$ cat src/rtl/sa_tx_wr_arb.sv
`default_nettype none
// ============================================================================
//  Module   : sa_tx_wr_arb
//  Brief    : Round-robin per-frame arbiter for the single TX buffer write
//             port shared by the TX control path (CON) and the read/write
//             response path (RW). Forwards only the owner's writes, flags
//             writes from non-owners and revokes grants left idle too long.
//  Revision : 1.0  initial release
// ============================================================================
module sa_tx_wr_arb #(
  parameter int AW      = 11,
  parameter int DW      = 8,
  parameter int TMO_CYC = 1024
) (
  input  logic          sys_clk,
  input  logic          glbl_rst,
  input  logic          con_req,
  output logic          con_gnt,
  input  logic          con_wren,
  input  logic [AW-1:0] con_waddr,
  input  logic [DW-1:0] con_wdata,
  input  logic          rw_req,
  output logic          rw_gnt,
  input  logic          rw_wren,
  input  logic [AW-1:0] rw_waddr,
  input  logic [DW-1:0] rw_wdata,
  output logic          tx_buff_wren,
  output logic [AW-1:0] tx_buff_wraddr,
  output logic [DW-1:0] tx_buff_wrdata,
  input  logic          err_clr,
  output logic          wr_drop_err,
  output logic          tmo_pulse
);

  // Idle counter is one bit wider than needed so it can saturate without wrap.
  localparam int            CW       = $clog2(TMO_CYC) + 1;
  localparam logic [CW-1:0] TMO_LAST = CW'(TMO_CYC - 1);
  localparam logic [CW-1:0] CNT_MAX  = {CW{1'b1}};
  localparam logic [CW-1:0] CNT_ONE  = {{(CW-1){1'b0}}, 1'b1};

  typedef enum logic [1:0] {
    ST_IDLE    = 2'd0,
    ST_OWN_CON = 2'd1,
    ST_OWN_RW  = 2'd2
  } state_e;

  state_e        state_q, state_d;
  logic          last_rw_q, last_rw_d;      // 1: RW was the most recent owner
  logic [CW-1:0] cnt_q, cnt_d;
  logic          mask_con_q, mask_con_d;
  logic          mask_rw_q, mask_rw_d;
  logic          wren_q, wren_d;
  logic [AW-1:0] addr_q, addr_d;
  logic [DW-1:0] data_q, data_d;
  logic          err_q, err_d;
  logic          tmo_q, tmo_d;

  logic w_own_con;
  logic w_own_rw;
  logic w_con_elig;
  logic w_rw_elig;
  logic w_own_req;
  logic w_own_wren;
  logic w_owner_wr;
  logic w_drop;
  logic w_tmo_hit;

  assign w_own_con  = (state_q == ST_OWN_CON);
  assign w_own_rw   = (state_q == ST_OWN_RW);
  // A requester whose grant was revoked must drop req before it is eligible.
  assign w_con_elig = con_req & ~mask_con_q;
  assign w_rw_elig  = rw_req  & ~mask_rw_q;
  assign w_own_req  = (w_own_con & con_req)  | (w_own_rw & rw_req);
  assign w_own_wren = (w_own_con & con_wren) | (w_own_rw & rw_wren);
  assign w_owner_wr = w_own_wren;
  assign w_drop     = (con_wren & ~w_own_con) | (rw_wren & ~w_own_rw);
  // Timeout only revokes a frame still being held; a dropped req is a normal release.
  assign w_tmo_hit  = w_own_req & ~w_own_wren & (cnt_q >= TMO_LAST);

  // State register.
  always_ff @(posedge sys_clk) begin
    if (glbl_rst) begin
      state_q <= ST_IDLE;
    end else begin
      state_q <= state_d;
    end
  end

  // Next-state: round-robin on ties, hand over directly when the other side waits.
  always_comb begin
    state_d = state_q;
    case (state_q)
      ST_IDLE: begin
        if (w_con_elig && w_rw_elig) begin
          state_d = last_rw_q ? ST_OWN_CON : ST_OWN_RW;
        end else if (w_con_elig) begin
          state_d = ST_OWN_CON;
        end else if (w_rw_elig) begin
          state_d = ST_OWN_RW;
        end
      end
      ST_OWN_CON: begin
        if (!con_req || w_tmo_hit) begin
          state_d = w_rw_elig ? ST_OWN_RW : ST_IDLE;
        end
      end
      ST_OWN_RW: begin
        if (!rw_req || w_tmo_hit) begin
          state_d = w_con_elig ? ST_OWN_CON : ST_IDLE;
        end
      end
      default: state_d = ST_IDLE;
    endcase
  end

  // Bookkeeping next-state: last owner, idle counter, revoke masks.
  always_comb begin
    last_rw_d  = last_rw_q;
    cnt_d      = cnt_q;
    mask_con_d = mask_con_q & con_req;
    mask_rw_d  = mask_rw_q & rw_req;

    if (state_d != state_q) begin
      if (w_own_con) begin
        last_rw_d = 1'b0;
      end else if (w_own_rw) begin
        last_rw_d = 1'b1;
      end
    end

    if ((state_d != state_q) || w_owner_wr) begin
      cnt_d = '0;
    end else if (w_own_con || w_own_rw) begin
      cnt_d = (cnt_q == CNT_MAX) ? cnt_q : (cnt_q + CNT_ONE);
    end else begin
      cnt_d = '0;
    end

    if (w_tmo_hit && w_own_con) begin
      mask_con_d = 1'b1;
    end
    if (w_tmo_hit && w_own_rw) begin
      mask_rw_d = 1'b1;
    end
  end

  // Write-path next-state: forward only the owner's fields, never merge.
  always_comb begin
    wren_d = w_owner_wr;
    addr_d = addr_q;
    data_d = data_q;
    if (w_own_con && con_wren) begin
      addr_d = con_waddr;
      data_d = con_wdata;
    end else if (w_own_rw && rw_wren) begin
      addr_d = rw_waddr;
      data_d = rw_wdata;
    end
    // A fresh drop beats a simultaneous clear.
    err_d = w_drop | (err_q & ~err_clr);
    tmo_d = w_tmo_hit;
  end

  // Registers for bookkeeping and the write path.
  always_ff @(posedge sys_clk) begin
    if (glbl_rst) begin
      last_rw_q  <= 1'b1;
      cnt_q      <= '0;
      mask_con_q <= 1'b0;
      mask_rw_q  <= 1'b0;
      wren_q     <= 1'b0;
      addr_q     <= '0;
      data_q     <= '0;
      err_q      <= 1'b0;
      tmo_q      <= 1'b0;
    end else begin
      last_rw_q  <= last_rw_d;
      cnt_q      <= cnt_d;
      mask_con_q <= mask_con_d;
      mask_rw_q  <= mask_rw_d;
      wren_q     <= wren_d;
      addr_q     <= addr_d;
      data_q     <= data_d;
      err_q      <= err_d;
      tmo_q      <= tmo_d;
    end
  end

  assign con_gnt        = w_own_con;
  assign rw_gnt         = w_own_rw;
  assign tx_buff_wren   = wren_q;
  assign tx_buff_wraddr = addr_q;
  assign tx_buff_wrdata = data_q;
  assign wr_drop_err    = err_q;
  assign tmo_pulse      = tmo_q;

endmodule
`default_nettype wire

$ cat config.mk
export PLATFORM = sky130hd
export DESIGN_NAME = sa_tx_wr_arb
export DESIGN_NICKNAME = d
export VERILOG_FILES = /design/src/rtl/sa_tx_wr_arb.sv
export SDC_FILE = /design/constraint.sdc
export NUM_CORES = 1
export LEC_CHECK = 0
export ABC_AREA = 1
export CAP_MARGIN = 5
export CORE_MARGIN = 5
export CORE_UTILIZATION = 30
export DETAILED_ROUTE_END_ITERATION = 6
export SYNTH_ARGS = -nofsm -noshare
export SYNTH_HDL_FRONTEND = slang
export SYNTH_SLANG_ARGS = --single-unit
$ cat constraint.sdc
create_clock -name sys_clk -period 3.3 [get_ports sys_clk]
set_input_delay 0.66 -clock sys_clk [delete_from_list [all_inputs] [get_ports sys_clk]]
set_output_delay 0.66 -clock sys_clk [all_outputs]
set_load 0.05 [all_outputs]
==> metrics.csv <==
stage;metric;value;unit
run_status;status;finished clean;
clocking;cts_tree;yes;
synth;postSynthAreaPerCell;8.97;um2
global_route;grt_usage;10.9;%
synth;syn-cell-area;1950;um2
place;place.gp.congestion;0.883;
critical_path;worst-path-max-fanout;6;
place;hpwl;3580;um
layout;regArea;761;um2
min_path;min_path_cells;2;
critical_path;worstPathArrival;1900;ps
flow_run;cap_viol_max_count;0;
synth;ys_seq_area_share;38.9;%
sta;min_period_over_period;77.6;%
pwr;power_density;440;nW/um2
synth;synth_top_area_share;38.9;%
pwr;clkPwrFrac;26.5;%
sta;max_freq;390;MHz
critical_path;crit_path_start_kind;flip-flop;
global_route;grt_start_max_net_pins;20;
place;dpl_cell_area;2710;um2
synth;yosys-top-cells-area;dfxtp_1 39%, mux2_2 10%, a22o_1 8.1%;
detailed_routing;first_pass_iters;4;
layout;layout-drive-gt1-share;19.3;%
sta;period_minus_slack;2560;ps
synth;synth_nets;268;
layout;area_delta_synth_final;43.4;%
detailed_routing;routedWlPerCell;12.4;um
layout;multiInputGateArea;1070;um2
place;pre_cts_slack;619;ps
detailed_routing;drtIter0Drc;78;
pwr;p_comb_share;32.1;%
sta;rsz0062_at_grt;no;
clocking;cts_buffers;5;
sta;tns;0;ps
sta;finClkSkew;5.89;ps
critical_path;crit_chain;inv_1, ha_1, clkdlybuf4s50_1;
layout;n_antenna_cell;0;
synth;ys_ff_latch;38;
layout;final.fill_count;632;
sta;setup_viol;0;
global_route;overflow;0;
sta;worst_slew_pin_slew;533;ps
sta;report.final.slew_viol_count;0;
pwr;p_total;1.23;mW
detailed_routing;viasPerCell;4.49;
place;port-buffer-count;68;
pwr;vdd_ir_drop_max;0.000167;V
min_path;hold_class;flip-flop to flip-flop;
die;initial_utilization;30.8;%
die;dieHeight;90.7;um
pwr;leakage;1.08;nW
critical_path;critPathMaxStageDelay;830;ps
layout;final_cell_mix;68 x clkdlybuf4s50_1, 39 x nand2_1, 38 x dfxtp_1;
detailed_routing;num_vias;1646;
clocking;cts_sinks;38;
die;num_rows;29;
die;die_x;90.7;um
layout;nets;339;
clocking;clk_path_buf_depth;2;
critical_path;setup.worst_path.end_class;output pin;
sta;hold_viol_final;0;
clocking;clkTransAtPathRegs;70;ps
critical_path;ff2ff_path_depth;15;
global_route;grt_antenna_before_repair;0;
sta;relSlewSlack;64.4;%
pwr;seqPwrFrac;41.5;%
global_route;grt_pass1_wl;7400;um
critical_path;slowest_stage;clkdlybuf4s50_1;
detailed_routing;wirelength;4570;um
critical_path;crit_cells;3;
layout;final_common_cell;clkdlybuf4s50_1;
critical_path;timing_worst_setup_path_type;flip-flop to output pin;
sta;setup_ws;738;ps
die;io_pins;69;
layout;fin_area;2800;um2
pwr;p_int;0.827;mW
die;die_area;8230;um2
critical_path;crit_family;buffers and inverters;
synth;yosys_warnings;0;
clocking;clock_latency;290;ps
synth;yosys.area.top_type;dfxtp_1;
clocking;cts_resized;0;
die;core_area;6350;um2
detailed_routing;drc;0;
critical_path;crit_buf_inv;2;
synth;postSynthCellCount;218;
pwr;sw_frac_of_total;33.0;%
clocking;cts_root_buf;clkbuf_8;
critical_path;critical_path_required;2640;ps
detailed_routing;ant_nets;0;
global_route;grt_pass1_vias;1634;
clocking;h-tree-depth;2;
clocking;cts_setup_buffers;0;
clocking;hold_buffers;0;
synth;ys_types;30;
pwr;switchingPower;0.407;mW
[cell type report]
| type | instances | area share (%) |
|---|---|---|
| Multi-Input combinational cell | 151 | 38.1 |
| Sequential cell | 38 | 27.1 |
| Timing Repair Buffer | 70 | 24.8 |
| Tap cell | 77 | 3.44 |
| Inverter | 23 | 3.08 |
| Clock buffer | 6 | 2.95 |
| Clock inverter | 2 | 0.446 |
[cell families (layout without fill, tap and decap cells)]
group           Yosys count  after routing  share of synthesized area, %
flops                    38             38                          38.9
mux                      19             19                          10.9
xor+xnor                  6              6                          2.69
simple gates             88             88                          25.2
fa+ha+maj                 5              5                          3.20
buf+inv                  29            101                          6.40
compound gates           33             33                          12.7
[state kept, by name, summed over array words and instances (netlist names)]
name	count
state_q	2
tx_buff_wren	1
last_rw_q	1
mask_rw_q	1
mask_con_q	1
cnt_q	11
tx_buff_wrdata	8
tmo_pulse	1
wr_drop_err	1
tx_buff_wraddr	11
[metrics by stage]
stage	util (%)	std cells	hold slack [ps]
2_1_floorplan	-	218	429
3_3_place_gp	42.6	359	447
3_5_place_dp	42.6	359	446
4_1_cts	44.1	367	466
5_1_grt	44.1	367	497
6_report	44.1	367	460
[cell usage after synthesis, drive strengths merged]
library cell and instances:
mux2 18, buf 1, dfxtp 38, nand2 43
clkinv 1, nor4 1, nor3 2, ha 5
nand3 13, a21boi 1, inv 22, mux2i 1
a21oi 5, or2 1, nor2 28, a22o 18
xor2 3, o211ai 1, clkbuf 5, xnor2 3
o21ai 8
[layer usage]
layer	wire, um	vias to the layer above	track usage [%]	share of wire, %
met5	0	-	0	0
met1	2040	729	13.5	45
met3	358	8	3.83	7.8
met2	2090	48	17.1	46
li1	-	861	-	-
met4	76	0	4.84	1.7
[path summary, 6_finish.rpt]
kind	start	endpoint	slack [ps]
min reg2reg	tx_buff_wrdata[0]	tx_buff_wrdata[0]	460
max reg2reg	state_q[0]	cnt_q[0]	1020
max	state_q[0]	rw_gnt	740
min	tx_buff_wrdata[0]	tx_buff_wrdata[0]	460
[power by group through the flow]
stage / Combinational [mW] / Clock, mW / Sequential [mW]
6_report: 0.396 / 0.327 / 0.512
2_1_floorplan: 0.181 / 0 / 0.602
3_5_place_dp: 0.398 / 0 / 0.522
4_1_cts: 0.400 / 0.344 / 0.512
3_3_place_gp: 0.398 / 0 / 0.521
5_1_grt: 0.427 / 0.361 / 0.516
[worst min-delay path: cells and delay by family (launching register included)]
| kind | cells | cell delay [ps] |
|---|---|---|
| DFF | 1 | 330 |
| and+or+nand+nor | 1 | 50 |
| AOI/OAI and AO/OA | 1 | 50 |
Power figures use the tool's default switching activity.
